<file path="src/rtl/rbus_pkg.sv">
// Shared rbus definitions: field widths, signal bit indices, the buffered
// beat format and arbitration defaults.
package rbus_pkg;

    localparam int rbus_width     = 16;
    localparam int RBUS_ADDR_W    = 37;
    localparam int RBUS_REQ_W     = 10;

    // Bit positions inside the signals field.
    localparam int rbus_second    = 15;
    localparam int rbus_used      = 14;

    localparam int STARVE_MAX_DEF = 19;
    localparam int STARVE_W       = 5;

    // One buffered beat: payload plus end-of-message marker.
    typedef struct packed {
        logic [rbus_width-1:0]  signals;
        logic [RBUS_REQ_W-1:0]  src;
        logic [RBUS_REQ_W-1:0]  dst;
        logic [RBUS_ADDR_W-1:0] addr;
        logic                   last;
    } rbus_beat_t;

    // Saturating increment for the starvation counters.
    function automatic logic [STARVE_W-1:0] sat_inc(input logic [STARVE_W-1:0] v,
                                                    input logic [STARVE_W-1:0] lim);
        return (v >= lim) ? lim : v + STARVE_W'(1);
    endfunction

endpackage

</file>
<file path="src/rtl/rbus_arb_fifo.sv">
// Small register FIFO of rbus beats. Ready is derived from the registered
// count only, so a full FIFO refuses a push even when it pops that cycle.
module rbus_arb_fifo
    import rbus_pkg::*;
#(
    parameter int DEPTH = 2
) (
    input  logic       clk,
    input  logic       rst,
    input  logic       push_i,
    input  logic       pop_i,
    input  rbus_beat_t din_i,
    output logic       full_o,
    output logic       empty_o,
    output rbus_beat_t head_o
);
    localparam int PW = $clog2(DEPTH);
    localparam int CW = PW + 1;

    rbus_beat_t    mem_q [DEPTH];
    logic [PW-1:0] wr_ptr_q;
    logic [PW-1:0] rd_ptr_q;
    logic [CW-1:0] count_q;
    logic          do_push;
    logic          do_pop;

    assign full_o  = (count_q == CW'(DEPTH));
    assign empty_o = (count_q == '0);
    assign do_push = push_i && !full_o;
    assign do_pop  = pop_i && !empty_o;
    assign head_o  = mem_q[rd_ptr_q];

    // Storage, pointers and occupancy; pointers wrap naturally (power-of-two depth).
    always_ff @(posedge clk or posedge rst) begin
        if (rst) begin
            for (int i = 0; i < DEPTH; i++) begin
                mem_q[i] <= '0;
            end
            wr_ptr_q <= '0;
            rd_ptr_q <= '0;
            count_q  <= '0;
        end else begin
            if (do_push) begin
                mem_q[wr_ptr_q] <= din_i;
                wr_ptr_q        <= wr_ptr_q + PW'(1);
            end
            if (do_pop) begin
                rd_ptr_q <= rd_ptr_q + PW'(1);
            end
            case ({do_push, do_pop})
                2'b10:   count_q <= count_q + CW'(1);
                2'b01:   count_q <= count_q - CW'(1);
                default: count_q <= count_q;
            endcase
        end
    end

endmodule

</file>
<file path="src/rtl/rbus_inject_arb.sv">
// Two-requester injection arbiter in front of one ring stop local input.
// Round-robin between A and B with a starvation override; a multi-beat
// message holds the grant until its last beat issues.
module rbus_inject_arb
    import rbus_pkg::*;
#(
    parameter int SIG_W      = rbus_width,
    parameter int ADDR_W     = RBUS_ADDR_W,
    parameter int REQ_W      = RBUS_REQ_W,
    parameter int STARVE_MAX = STARVE_MAX_DEF,
    parameter int FIFO_DEPTH = 2
) (
    input  logic              clk,
    input  logic              rst,
    input  logic              reqA_valid,
    output logic              reqA_ready,
    input  logic [SIG_W-1:0]  reqA_signals,
    input  logic [REQ_W-1:0]  reqA_src,
    input  logic [REQ_W-1:0]  reqA_dst,
    input  logic [ADDR_W-1:0] reqA_addr,
    input  logic              reqA_last,
    input  logic              reqB_valid,
    output logic              reqB_ready,
    input  logic [SIG_W-1:0]  reqB_signals,
    input  logic [REQ_W-1:0]  reqB_src,
    input  logic [REQ_W-1:0]  reqB_dst,
    input  logic [ADDR_W-1:0] reqB_addr,
    input  logic              reqB_last,
    input  logic              stop_rdyIn,
    output logic              stop_valid,
    output logic [SIG_W-1:0]  stop_signals,
    output logic [REQ_W-1:0]  stop_src,
    output logic [REQ_W-1:0]  stop_dst,
    output logic [ADDR_W-1:0] stop_addr,
    output logic              gnt_owner,
    output logic              locked
);
    localparam logic [STARVE_W-1:0] STARVE_LIM = STARVE_W'(STARVE_MAX);

    logic [1:0]               req_valid;
    logic [1:0]               fifo_full;
    logic [1:0]               fifo_empty;
    logic [1:0]               fifo_pop;
    logic [1:0]               starved;
    rbus_beat_t               req_beat [2];
    rbus_beat_t               fifo_head [2];
    rbus_beat_t               head_sel;

    logic                     lock_q, lock_d;
    logic                     lock_owner_q, lock_owner_d;
    logic                     rr_q, rr_d;
    logic                     gnt_q;
    logic [1:0][STARVE_W-1:0] starve_q, starve_d;
    logic                     grant;
    logic                     other;
    logic                     issue;

    assign req_valid   = {reqB_valid, reqA_valid};
    assign req_beat[0] = '{signals: reqA_signals, src: reqA_src, dst: reqA_dst,
                           addr: reqA_addr, last: reqA_last};
    assign req_beat[1] = '{signals: reqB_signals, src: reqB_src, dst: reqB_dst,
                           addr: reqB_addr, last: reqB_last};
    assign reqA_ready  = !fifo_full[0];
    assign reqB_ready  = !fifo_full[1];

    // Per-requester buffer, pop strobe and starvation flag (index 0 = A, 1 = B).
    for (genvar gi = 0; gi < 2; gi++) begin : g_req
        rbus_arb_fifo #(.DEPTH(FIFO_DEPTH)) u_fifo (
            .clk     (clk),
            .rst     (rst),
            .push_i  (req_valid[gi]),
            .pop_i   (fifo_pop[gi]),
            .din_i   (req_beat[gi]),
            .full_o  (fifo_full[gi]),
            .empty_o (fifo_empty[gi]),
            .head_o  (fifo_head[gi])
        );
        assign starved[gi]  = (starve_q[gi] >= STARVE_LIM);
        assign fifo_pop[gi] = issue && (grant == 1'(gi));
    end

    // Grant decision from registered state; an empty lock owner gives a bubble.
    always_comb begin
        grant      = gnt_q;
        stop_valid = 1'b0;
        if (lock_q) begin
            grant      = lock_owner_q;
            stop_valid = !fifo_empty[lock_owner_q];
        end else if (!fifo_empty[0] && fifo_empty[1]) begin
            grant      = 1'b0;
            stop_valid = 1'b1;
        end else if (fifo_empty[0] && !fifo_empty[1]) begin
            grant      = 1'b1;
            stop_valid = 1'b1;
        end else if (!fifo_empty[0] && !fifo_empty[1]) begin
            stop_valid = 1'b1;
            if (starved[0] && !starved[1]) begin
                grant = 1'b0;
            end else if (starved[1] && !starved[0]) begin
                grant = 1'b1;
            end else begin
                grant = rr_q;
            end
        end
    end

    assign other        = ~grant;
    assign issue        = stop_valid && stop_rdyIn;
    assign head_sel     = fifo_head[grant];
    assign stop_signals = head_sel.signals;
    assign stop_src     = head_sel.src;
    assign stop_dst     = head_sel.dst;
    assign stop_addr    = head_sel.addr;
    assign gnt_owner    = grant;
    assign locked       = lock_q;

    // Lock, round-robin and starvation bookkeeping advance only on an issued beat.
    always_comb begin
        lock_d       = lock_q;
        lock_owner_d = lock_owner_q;
        rr_d         = rr_q;
        starve_d     = starve_q;
        if (issue) begin
            if (head_sel.last) begin
                lock_d = 1'b0;
                rr_d   = other;
            end else begin
                lock_d       = 1'b1;
                lock_owner_d = grant;
            end
            starve_d[grant] = '0;
            if (!fifo_empty[other]) begin
                starve_d[other] = sat_inc(starve_q[other], STARVE_LIM);
            end
        end
    end

    // Arbiter state registers; the last grant is kept so gnt_owner holds when idle.
    always_ff @(posedge clk or posedge rst) begin
        if (rst) begin
            lock_q       <= 1'b0;
            lock_owner_q <= 1'b0;
            rr_q         <= 1'b0;
            gnt_q        <= 1'b0;
            starve_q     <= '0;
        end else begin
            lock_q       <= lock_d;
            lock_owner_q <= lock_owner_d;
            rr_q         <= rr_d;
            gnt_q        <= grant;
            starve_q     <= starve_d;
        end
    end

endmodule
</file>
<file path="config.mk">
export PLATFORM = sky130hd
export DESIGN_NAME = rbus_inject_arb
export DESIGN_NICKNAME = d
export VERILOG_FILES = /design/src/rtl/rbus_pkg.sv /design/src/rtl/rbus_arb_fifo.sv /design/src/rtl/rbus_inject_arb.sv
export SDC_FILE = /design/constraint.sdc
export NUM_CORES = 1
export LEC_CHECK = 0
export BUFFER_PORTS_ARGS = -buffer_cell sky130_fd_sc_hd__buf_4
export CORE_AREA = 2 2 157 275
export CTS_BUF_LIST = sky130_fd_sc_hd__clkbuf_8
export CTS_CLUSTER_SIZE = 8
export DETAILED_ROUTE_END_ITERATION = 10
export DIE_AREA = 0 0 159 277
export SYNTH_ARGS = -nofsm -noshare
export SYNTH_HDL_FRONTEND = slang
export SYNTH_SLANG_ARGS = --single-unit
</file>
<file path="constraint.sdc">
create_clock -name clk -period 29.6 [get_ports clk]
set_input_delay 4.44 -clock clk [delete_from_list [all_inputs] [get_ports clk]]
set_output_delay 4.44 -clock clk [all_outputs]
set_load 0.01 [all_outputs]
</file>
==> flow_summary.ini <==
[clocking]
root_buffer = clkbuf_8
cts_max_level = 2
clkTransAtPathRegs_ps = 60
cts-buffers-inserted = 52
post_cts.repair.setup_buffers = 0
cts_sinks = 318
ctsHoldBuffers = 0
cts_max_path_buffers = 3
cts_resized = 0
clkLatencyLatePin_ps = 600
cts_tree = built

[sta]
rsz0062_at_grt = false
maxSlewHeadroom_pct = 33.3
tightest_slew_ps = 1000
hold_viol = 0
max_freq_mhz = 115
finalCritPeriodShare_pct = 29.3
final.setup_skew_ps = 19.4
setup_violations = 0
maxSlewViolCount = 0
finalCriticalPeriod_ps = 8680
tns_ps = 0
worst_hold_slack_ps = 496

[yosys]
synth_nets = 1272
muxShareOfSynthArea_pct = 28.3
synth_cells = 1116
synth-simple-area-share_pct = 5.14
syn_area_sq_mm = 0.0145
synth_top_family_by_area = multiplexers
synth-compound-area-share_pct = 8.36
ys_warn_count = 0
synth-adder-area-share_pct = 0.259
syn_avg_cell_area_sq_um = 13.0
yosysSeqAreaShare_pct = 54.9
synthXorXnorAreaFrac_pct = 0.726
ys_seq_elements = 318
yosysUniqueCellTypes = 46

[grt]
grt_pass1_vias = 10432
overflow = 0
grt_use_total_pct = 17.2
grt_first_pass_wirelength_um = 59400
grt_max_degree = 108
antenna_found_initial = 11

[critical_path]
timing.critical_path.max_delay_family = buffers and inverters
rr_worst_depth = 11
worst-path-stages = 9
crit_path_cell_trace = a211o_1 > a21boi_2 > a2111oi_1 > or3_1 > inv_4 > buf_4 > a211oi_1 > a21oi_1 > buf_4
cpPeakStageDelay_ps = 720
crit_type = reg -> out
arrival_ps = 4240
critPathBufInv = 3
cp-end-kind = output port
crit_slowest_cell = buf_4
required_ps = 25160
critPathMostFrequentCell = buf_4
worstPathMaxFanout = 91
cp-start-kind = flip-flop

[floorplanning]
fp.coreArea_sq_mm = 0.0420
start_util_pct = 34.5
fp.dieW_um = 159
die-height_um = 277
rows = 100
io_pins = 231
dieArea_sq_mm = 0.0440

[worst_hold_path]
hold_class = reg -> reg
hold_depth = 1

[routing]
drt-total-wl_um = 37800
post_drt_wl_per_cell_um = 19.5
dr_total_vias = 9726
drc = 0
drt_pre_antenna_iters = 6
viasPerCell = 5.01
ant_nets = 0
drtIter0Drc = 388

[power]
vdd_ir_drop_max_uv = 79.3
power_frac_comb_pct = 48.9
p_clk_share_pct = 16.6
finalPower_uw = 2320
p_switching_uw = 872
power_leakage_uw = 0.00779
seq_power_share_pct = 34.5
power.internal_uw = 1450
swShare_pct = 37.6
p_per_area_mw_per_mm2 = 130

[final_layout]
drive_gt1_share_pct = 45.3
final_common_cell = dfrtp_1
layout.nets = 1487
fin_util_pct = 42.4
syn2layout_area_growth_pct = 23.0
final_cell_count_no_fill = 1940
layout_common_cells = dfrtp_1, mux2_2, buf_4

[run_status]
status = complete, no violations

[placed_design]
dp_hpwl_um = 25500
dp.cells = 1838
port_buffers = 230
gp_congestion = 0.830

[run]
maxCapViolations = 0
path summary, 6_finish.rpt:
kind / startpoint / to / slack, ps
worst min register to register: g_req[0].u_fifo.mem_q[90] / g_req[0].u_fifo.mem_q[90] / 500
worst max register to register: starve_q[5] / starve_q[6] / 25340
max in group asynchronous: rst / g_req[1].u_fifo.mem_q[125] / 23250
worst min-delay path: g_req[0].u_fifo.mem_q[90] / g_req[0].u_fifo.mem_q[90] / 500
worst max-delay path: starve_q[1] / stop_addr[24] / 20920
min in group asynchronous: rst / g_req[0].u_fifo.mem_q[70] / 3970
cells by family after synthesis:
logic type | Yosys count
fa+ha+maj | 3
flops | 318
buf+inv | 86
xor+xnor | 12
compound gates | 189
simple gates | 136
mux | 372
cells in the mapped netlist, drive strengths merged:
cell	count	area share, %
a2111oi	1	0.069
o22a	1	0.060
a31o	2	0.12
nand2b	3	0.13
a21boi	2	0.13
o31ai	3	0.16
nand4	2	0.086
and2	1	0.043
o21ai	16	0.55
a21o	1	0.052
or3	2	0.086
inv	5	0.13
xnor2	8	0.48
o22ai	1	0.043
buf	13	0.41
mux2i	75	5.2
o211ai	1	0.052
a22o	1	0.060
a31oi	2	0.086
mux2	297	23
a32oi	1	0.060
nor2	13	0.34
or2	1	0.043
o32ai	1	0.060
clkbuf	68	1.8
ha	3	0.26
dfrtp	318	55
o221ai	1	0.060
a41o	1	0.069
a211oi	73	3.8
and3	3	0.13
nand3b	1	0.052
xor2	4	0.24
nand3	7	0.24
nor2b	73	3.2
a211o	4	0.24
a21oi	76	2.6
or4	1	0.078
nand2	28	0.73
o41a	1	0.078
nor3	1	0.035
metrics by stage:
step / worst slack, ps / cell area, sq um
2_1_floorplan: 16360 / 14500
3_3_place_gp: 21690 / 16700
3_5_place_dp: 21590 / 16700
4_1_cts: 20910 / 17800
5_1_grt: 20610 / 17800
6_report: 20920 / 17800
per-layer routing:
layer	GRT usage [%]	up-vias	part of all wire [%]
met3	3.43	88	4.3
met5	0	-	0
met2	32.3	232	55
li1	-	4496	-
met4	9.30	0	4.1
met1	17.9	4910	36
final cells by class:
class	count	area, sq um
diodes	11	27.5
clock buffers	63	867
clock inverters	28	169
fillers	4051	24200
inverters	5	28.8
multi-input cells	712	6230
flip-flops and latches	318	7970
well taps	561	702
repair buffers	242	1820
state kept, by name (all words and copies together), names as in the netlist:
| name | count |
|---|---|
| lock_owner_q | 1 |
| starve_q | 10 |
| g_req.u_fifo.count_q | 4 |
| g_req.u_fifo.wr_ptr_q | 2 |
| g_req.u_fifo.mem_q | 296 |
| rr_q | 1 |
| locked | 1 |
| gnt_q | 1 |
| g_req.u_fifo.rd_ptr_q | 2 |
power groups by stage:
stage                     Combinational [uW]  Sequential [uW]  Clock (uW)
final                                   1130              802         386
after global routing                    1240              834         423
after CTS                               1160              805         403
after detailed placement                1160              813           0
after global placement                  1140              802           0
after floorplan                          777              741           0
Power figures use the tool's default switching activity.
